===== config.mk =====
export PLATFORM = sky130hd
export DESIGN_NAME = apb_master_bridge
export DESIGN_NICKNAME = d
export VERILOG_FILES = /design/src/rtl/apb_master_bridge.sv
export SDC_FILE = /design/constraint.sdc
export NUM_CORES = 1
export LEC_CHECK = 0
export BUFFER_PORTS_ARGS = -buffer_cell sky130_fd_sc_hd__buf_2
export CORE_ASPECT_RATIO = 0.6
export CORE_MARGIN = 10
export CORE_UTILIZATION = 23
export DETAILED_ROUTE_END_ITERATION = 16
export PLACE_DENSITY = 0.46
export SETUP_SLACK_MARGIN = 0.5
export SYNTH_ARGS = -nofsm -noshare
export SYNTH_HDL_FRONTEND = slang
export SYNTH_SLANG_ARGS = --single-unit

===== constraint.sdc =====
create_clock -name PCLK -period 1.8 [get_ports PCLK]
set_clock_uncertainty 0.2 [all_clocks]
set_input_delay 0.18 -clock PCLK [delete_from_list [all_inputs] [get_ports PCLK]]
set_output_delay 0.18 -clock PCLK [all_outputs]
set_load 0.02 [all_outputs]

===== src/rtl/apb_master_bridge.sv =====
// -----------------------------------------------------------------------------
// apb_master_bridge
//
// APB master stage. It accepts a command (transfer request, direction,
// read/write address, write data) and runs it as a SETUP + ACCESS sequence on
// an APB bus shared by two slaves. It returns the read data and the
// slave-error status of the last completed transfer to the command side.
//
// The command address MSB selects the slave: 0 -> slave 1, 1 -> slave 2.
// The remaining ADDR_WIDTH-1 bits drive PADDR.
//
// A PREADY timeout aborts an ACCESS phase that has been stalled for
// TIMEOUT_CYCLES consecutive cycles. An abort reports PSLVERR = 1 and leaves
// the read data unchanged. A TIMEOUT_CYCLES value of 0 disables the timeout.
//
// Ports
//   PCLK, PRESET        clock (rising edge), synchronous active-high reset
//   transfer            command request; sampled in IDLE and at completion
//   READ_WRITE          1 = read, 0 = write
//   apb_write_paddr     write address    (ADDR_WIDTH)
//   apb_read_paddr      read address     (ADDR_WIDTH)
//   apb_write_data      write data       (DATA_WIDTH)
//   apb_read_data_out   last completed read data (registered)
//   PSLVERR             error status of the last completed transfer (registered)
//   xfer_done           one-cycle pulse after a completion or an abort
//   busy                high whenever the FSM is not IDLE
//   PSEL1, PSEL2        slave selects; one-hot or both zero
//   PENABLE, PWRITE     APB enable / direction (1 = write)
//   PADDR, PWDATA       APB address (ADDR_WIDTH-1) / write data
//   PRDATAx, PREADYx,
//   PSLVERRx            slave responses; only the selected slave is used
// -----------------------------------------------------------------------------
module apb_master_bridge #(
  parameter int unsigned ADDR_WIDTH     = 9,
  parameter int unsigned DATA_WIDTH     = 8,
  parameter int unsigned TIMEOUT_CYCLES = 16
) (
  input  logic                  PCLK,
  input  logic                  PRESET,
  input  logic                  transfer,
  input  logic                  READ_WRITE,
  input  logic [ADDR_WIDTH-1:0] apb_write_paddr,
  input  logic [ADDR_WIDTH-1:0] apb_read_paddr,
  input  logic [DATA_WIDTH-1:0] apb_write_data,
  output logic [DATA_WIDTH-1:0] apb_read_data_out,
  output logic                  PSLVERR,
  output logic                  xfer_done,
  output logic                  busy,
  output logic                  PSEL1,
  output logic                  PSEL2,
  output logic                  PENABLE,
  output logic                  PWRITE,
  output logic [ADDR_WIDTH-2:0] PADDR,
  output logic [DATA_WIDTH-1:0] PWDATA,
  input  logic [DATA_WIDTH-1:0] PRDATA1,
  input  logic [DATA_WIDTH-1:0] PRDATA2,
  input  logic                  PREADY1,
  input  logic                  PREADY2,
  input  logic                  PSLVERR1,
  input  logic                  PSLVERR2
);

  // The counter must reach TIMEOUT_CYCLES-1; it keeps at least one bit even
  // when the timeout is disabled.
  localparam int unsigned CNT_W = (TIMEOUT_CYCLES < 2) ? 1 : $clog2(TIMEOUT_CYCLES);
  localparam logic [CNT_W-1:0] CNT_LAST =
    (TIMEOUT_CYCLES == 0) ? '0 : CNT_W'(TIMEOUT_CYCLES - 1);
  localparam bit TIMEOUT_EN = (TIMEOUT_CYCLES != 0);

  typedef enum logic [1:0] {
    ST_IDLE   = 2'd0,
    ST_SETUP  = 2'd1,
    ST_ACCESS = 2'd2
  } state_t;

  state_t r_state;
  state_t w_next;

  // Captured command
  logic                  r_sel;      // 0 = slave 1, 1 = slave 2
  logic [ADDR_WIDTH-2:0] r_paddr;
  logic                  r_pwrite;
  logic [DATA_WIDTH-1:0] r_pwdata;

  // Command-side results
  logic [DATA_WIDTH-1:0] r_rdata;
  logic                  r_slverr;
  logic                  r_done;

  logic [CNT_W-1:0]      r_cnt;

  // Selected-slave response
  logic                  w_pready;
  logic [DATA_WIDTH-1:0] w_prdata;
  logic                  w_pslverr;

  logic                  w_complete;
  logic                  w_timeout;
  logic                  w_capture;
  logic [ADDR_WIDTH-1:0] w_cmd_addr;

  // ---------------------------------------------------------------------------
  // Response mux: the unselected slave is never observed.
  // ---------------------------------------------------------------------------
  always_comb begin
    w_pready  = r_sel ? PREADY2  : PREADY1;
    w_prdata  = r_sel ? PRDATA2  : PRDATA1;
    w_pslverr = r_sel ? PSLVERR2 : PSLVERR1;
  end

  always_comb begin
    w_complete = (r_state == ST_ACCESS) && w_pready;
    // Abort on the TIMEOUT_CYCLES-th consecutive stalled ACCESS cycle.
    w_timeout  = TIMEOUT_EN && (r_state == ST_ACCESS) && !w_pready &&
                 (r_cnt == CNT_LAST);
    w_cmd_addr = READ_WRITE ? apb_read_paddr : apb_write_paddr;
  end

  // ---------------------------------------------------------------------------
  // FSM: state register
  // ---------------------------------------------------------------------------
  always_ff @(posedge PCLK) begin
    if (PRESET) begin
      r_state <= ST_IDLE;
    end else begin
      r_state <= w_next;
    end
  end

  // ---------------------------------------------------------------------------
  // FSM: next-state logic
  // ---------------------------------------------------------------------------
  always_comb begin
    w_next = r_state;
    unique case (r_state)
      ST_IDLE: begin
        if (transfer) begin
          w_next = ST_SETUP;
        end
      end
      ST_SETUP: begin
        w_next = ST_ACCESS;
      end
      ST_ACCESS: begin
        if (w_pready) begin
          w_next = transfer ? ST_SETUP : ST_IDLE;
        end else if (w_timeout) begin
          w_next = ST_IDLE;
        end
      end
      default: begin
        w_next = ST_IDLE;
      end
    endcase
  end

  // Every entry into SETUP (from IDLE or straight from a completing ACCESS)
  // loads a fresh command.
  assign w_capture = (w_next == ST_SETUP);

  // ---------------------------------------------------------------------------
  // FSM: outputs
  // ---------------------------------------------------------------------------
  always_comb begin
    busy    = (r_state != ST_IDLE);
    PSEL1   = busy && !r_sel;
    PSEL2   = busy &&  r_sel;
    PENABLE = (r_state == ST_ACCESS);
  end

  // ---------------------------------------------------------------------------
  // Command capture. The captured values stay stable from SETUP through the
  // final ACCESS cycle because they only load when SETUP is entered.
  // ---------------------------------------------------------------------------
  always_ff @(posedge PCLK) begin
    if (PRESET) begin
      r_sel    <= 1'b0;
      r_paddr  <= '0;
      r_pwrite <= 1'b0;
      r_pwdata <= '0;
    end else if (w_capture) begin
      r_sel    <= w_cmd_addr[ADDR_WIDTH-1];
      r_paddr  <= w_cmd_addr[ADDR_WIDTH-2:0];
      r_pwrite <= !READ_WRITE;
      r_pwdata <= apb_write_data;
    end
  end

  // ---------------------------------------------------------------------------
  // Completion / abort results
  // ---------------------------------------------------------------------------
  always_ff @(posedge PCLK) begin
    if (PRESET) begin
      r_rdata  <= '0;
      r_slverr <= 1'b0;
      r_done   <= 1'b0;
    end else begin
      r_done <= w_complete || w_timeout;
      if (w_complete) begin
        if (!r_pwrite) begin
          r_rdata <= w_prdata;
        end
        r_slverr <= w_pslverr;
      end else if (w_timeout) begin
        r_slverr <= 1'b1;
      end
    end
  end

  // ---------------------------------------------------------------------------
  // Stall counter: counts consecutive ACCESS cycles with PREADY low.
  // ---------------------------------------------------------------------------
  always_ff @(posedge PCLK) begin
    if (PRESET) begin
      r_cnt <= '0;
    end else if (w_capture || w_timeout) begin
      r_cnt <= '0;
    end else if (TIMEOUT_EN && (r_state == ST_ACCESS) && !w_pready) begin
      r_cnt <= r_cnt + CNT_W'(1);
    end
  end

  assign apb_read_data_out = r_rdata;
  assign PSLVERR           = r_slverr;
  assign xfer_done         = r_done;
  assign PWRITE            = r_pwrite;
  assign PADDR             = r_paddr;
  assign PWDATA            = r_pwdata;

endmodule


==> impl_metrics.csv <==
group,metric,value,unit
synth,syn_inst,151,
timing,rsz0062_at_grt,"yes",
worst_setup_path,crit_path_end_kind,"flop",
clock_tree,cts_max_path_buffers,2,
clock_tree,cts_buffers,5,
timing,whs,0.0423,ns
die,io_pins,81,
outcome,status,"finished, final reports clean",
pwr,combPwrFrac,23.5,%
min_path,hold_class,"in -> reg",
min_path,whs_path_depth,3,
pwr,power_density,754,nW/um^2
pwr,ir_drop,0.327,mV
timing,setup_violations,0,
timing,period_share,89.3,%
die,core_area,6220,sq um
min_path,hold_path_end,"PADDR[4]",
pwr,p_switching,0.516,mW
synth,syn-num-nets,202,
drt,drt_wl_total,4.73,mm
drt,detail-route-antenna-nets,0,
min_path,min-delay-start,"apb_write_paddr[4]",
pwr,p_seq_share,44.9,%
drt,firstDrtPassIters,4,
clock_tree,htree_levels,2,
worst_setup_path,rr_startpoint,"r_sel",
timing,hold_viol_final,0,
worst_setup_path,r2r_cells,6,
pwr,internal_power,1.31,mW
worst_setup_path,worst_setup_path_start_kind,"flop",
timing,max_slew_margin,79.2,%
drt,routed-via-count,1423,
die,initial_utilization,24.2,%
timing,min_period,1.61,ns
timing,tightest_slew,0.312,ns
grt,antenna_found_initial,0,
grt,grt_first_pass_wirelength,7.82,mm
die,dieArea,10300,sq um
placed_design,hpwl,3.39,mm
timing,tns,0,ns
drt,drt-initial-drc-count,20,
timing,max_freq,622,MHz
clock_tree,clkTransAtPathRegs,0.07,ns
synth,seq_area_frac_synth,45.2,%
layout,area_growth,61.3,%
pwr,p_leak,1.09,nW
clock_tree,clock_latency,0.28,ns
run,max-cap-violations,0,
synth,netlist-cell-type-count,26,
grt,grt_max_degree,26,
grt,grt_pass1_vias,1577,
clock_tree,cts_tree,"yes",
timing,slew_violations,0,
drt,wire_per_inst,14.1,um
layout,finalNetCount,301,
synth,yosysWarnings,0,
worst_setup_path,cp_data_arrival_time,1.61,ns
worst_setup_path,required,1.81,ns
layout,final_layout_size_suffix_gt1_share,52.2,%
synth,ys_ff_latch,34,
grt,grtUsageTotal,9.29,%
layout,antenna_cells,0,
clock_tree,cts_sinks,34,
pwr,swShare,28.2,%
placed_design,io_buffers,80,
clock_tree,cts-root-buf,"clkbuf_8",
die,die_x,124,um
drt,avgViaCountPerCell,4.25,
die,rows,22,
drt,drc,0,
placed_design,finalWeightedCongestion,0.720,
die,fp.dieH,82.7,um
worst_setup_path,r2r_setup_slack,0.19,ns
synth,avgSynthCellArea,9.97,sq um
worst_setup_path,r2r-end,"apb_read_data_out[5]",
worst_setup_path,crit_fanout,8,
pwr,clock_power_share,31.5,%
worst_setup_path,crit_type,"reg -> reg",
grt,overflow,0,
synth,syn_area,1510,sq um
[critical path, cell delays in order (launching register included)]
cell	delay (ns)
dfxtp_4	0.37
mux2i_4	0.33
buf_6	0.16
nor3b_4	0.05
buf_6	0.12
buf_16	0.14
a211oi_2	0.17
[layout by cell type (no fill, tap or decap), drive strengths merged]
master | Yosys | final
nor2 | 27 | 27
ha | 1 | 1
nor3 | 1 | 1
a211oi | 22 | 22
clkinv | 0 | 1
and2 | 2 | 2
a41oi | 1 | 1
mux2i | 26 | 26
nand3b | 1 | 1
xor2 | 1 | 1
a2111oi | 1 | 1
nand3 | 4 | 4
buf | 7 | 96
a21oi | 4 | 4
dlygate4sd3 | 0 | 8
nand2 | 6 | 6
nand2b | 2 | 2
nor3b | 1 | 1
or2 | 1 | 1
clkbuf | 5 | 7
dfxtp | 34 | 34
nor2b | 4 | 4
[layer usage]
metal | GRT usage [%] | part of all wire (%)
met1 | 11.7 | 49
met2 | 14.0 | 42
met3 | 4.39 | 8.3
met4 | 2.43 | 0.40
met5 | 0 | 0
[kinds of logic after synthesis]
kind of cell / Yosys count / share of synthesized area [%]
AND/OR/NAND/NOR: 49 / 15.5
flip-flops: 34 / 45.2
AO/OA/AOI/OAI: 28 / 15.1
multiplexers: 26 / 18.1
buffers and inverters: 12 / 4.57
XOR/XNOR: 1 / 0.582
adder cells (fa/ha/maj): 1 / 0.831
[per-stage QoR]
step	cell area, sq um	total power [mW]	cells	utilization (%)	setup WS [ns]
floorplan	1520	1.06	151	-	0.229
finish	2430	1.83	335	39.0	0.193
global route	2430	1.94	335	39.0	0.128
detailed placement	2030	1.20	310	32.6	0.154
CTS	2390	1.85	334	38.4	0.190
global placement	2030	1.20	310	32.6	0.190
[worst max path at each step]
stage | startpoint | to | slack [ns] | cells past startpoint
4_1_cts | r_sel | apb_read_data_out[2] | 0.19 | 6
5_1_grt | r_sel | apb_read_data_out[7] | 0.13 | 6
3_5_place_dp | r_sel | r_sel | 0.15 | 4
6_report | r_sel | apb_read_data_out[5] | 0.19 | 6
3_3_place_gp | r_sel | r_sel | 0.19 | 4
2_1_floorplan | r_state[1] | apb_read_data_out[5] | 0.23 | 6
[sequential cells by signal, summed over array words and instances (netlist names), 2 cells and up]
| register | flops |
|---|---|
| apb_read_data_out | 8 |
| PADDR | 8 |
| PWDATA | 8 |
| r_cnt | 4 |
| r_state | 2 |
[power by group through the flow]
stage	clock network [mW]	logic, mW	registers [mW]
2_1_floorplan	0	0.180	0.884
3_3_place_gp	0	0.361	0.839
3_5_place_dp	0	0.361	0.839
4_1_cts	0.605	0.423	0.821
5_1_grt	0.640	0.471	0.827
6_report	0.577	0.431	0.822
[repair_timing]
item	CTS	global route
endpoints found under the setup margin	38	39
hold buffers	8	0
gates resized for setup	32	8
setup buffers	7	1
hold endpoints to repair	8	0
pin swaps	7	4
cloned	1	0
[Yosys cell counts, drive strengths merged]
| cell | n | area share (%) |
|---|---|---|
| a2111oi | 1 | 1.0 |
| a211oi | 22 | 11 |
| a21oi | 4 | 2.1 |
| a41oi | 1 | 1.1 |
| and2 | 2 | 1.0 |
| buf | 7 | 3.3 |
| clkbuf | 5 | 1.2 |
| dfxtp | 34 | 45 |
| ha | 1 | 0.83 |
| mux2i | 26 | 18 |
| nand2 | 6 | 1.5 |
| nand2b | 2 | 0.83 |
| nand3 | 4 | 1.3 |
| nand3b | 1 | 0.50 |
| nor2 | 27 | 6.7 |
| nor2b | 4 | 1.7 |
| nor3 | 1 | 0.33 |
| nor3b | 1 | 1.2 |
| or2 | 1 | 0.42 |
| xor2 | 1 | 0.58 |
[area by class of cell]
type	instances	area [sq um]
Tap cell	84	105
Timing Repair Buffer	104	697
Multi-Input combinational cell	105	842
Sequential cell	34	692
Clock inverter	1	5.00
Clock buffer	7	86.3
Fill cell	641	3790
(Power assumes the default switching activity.)
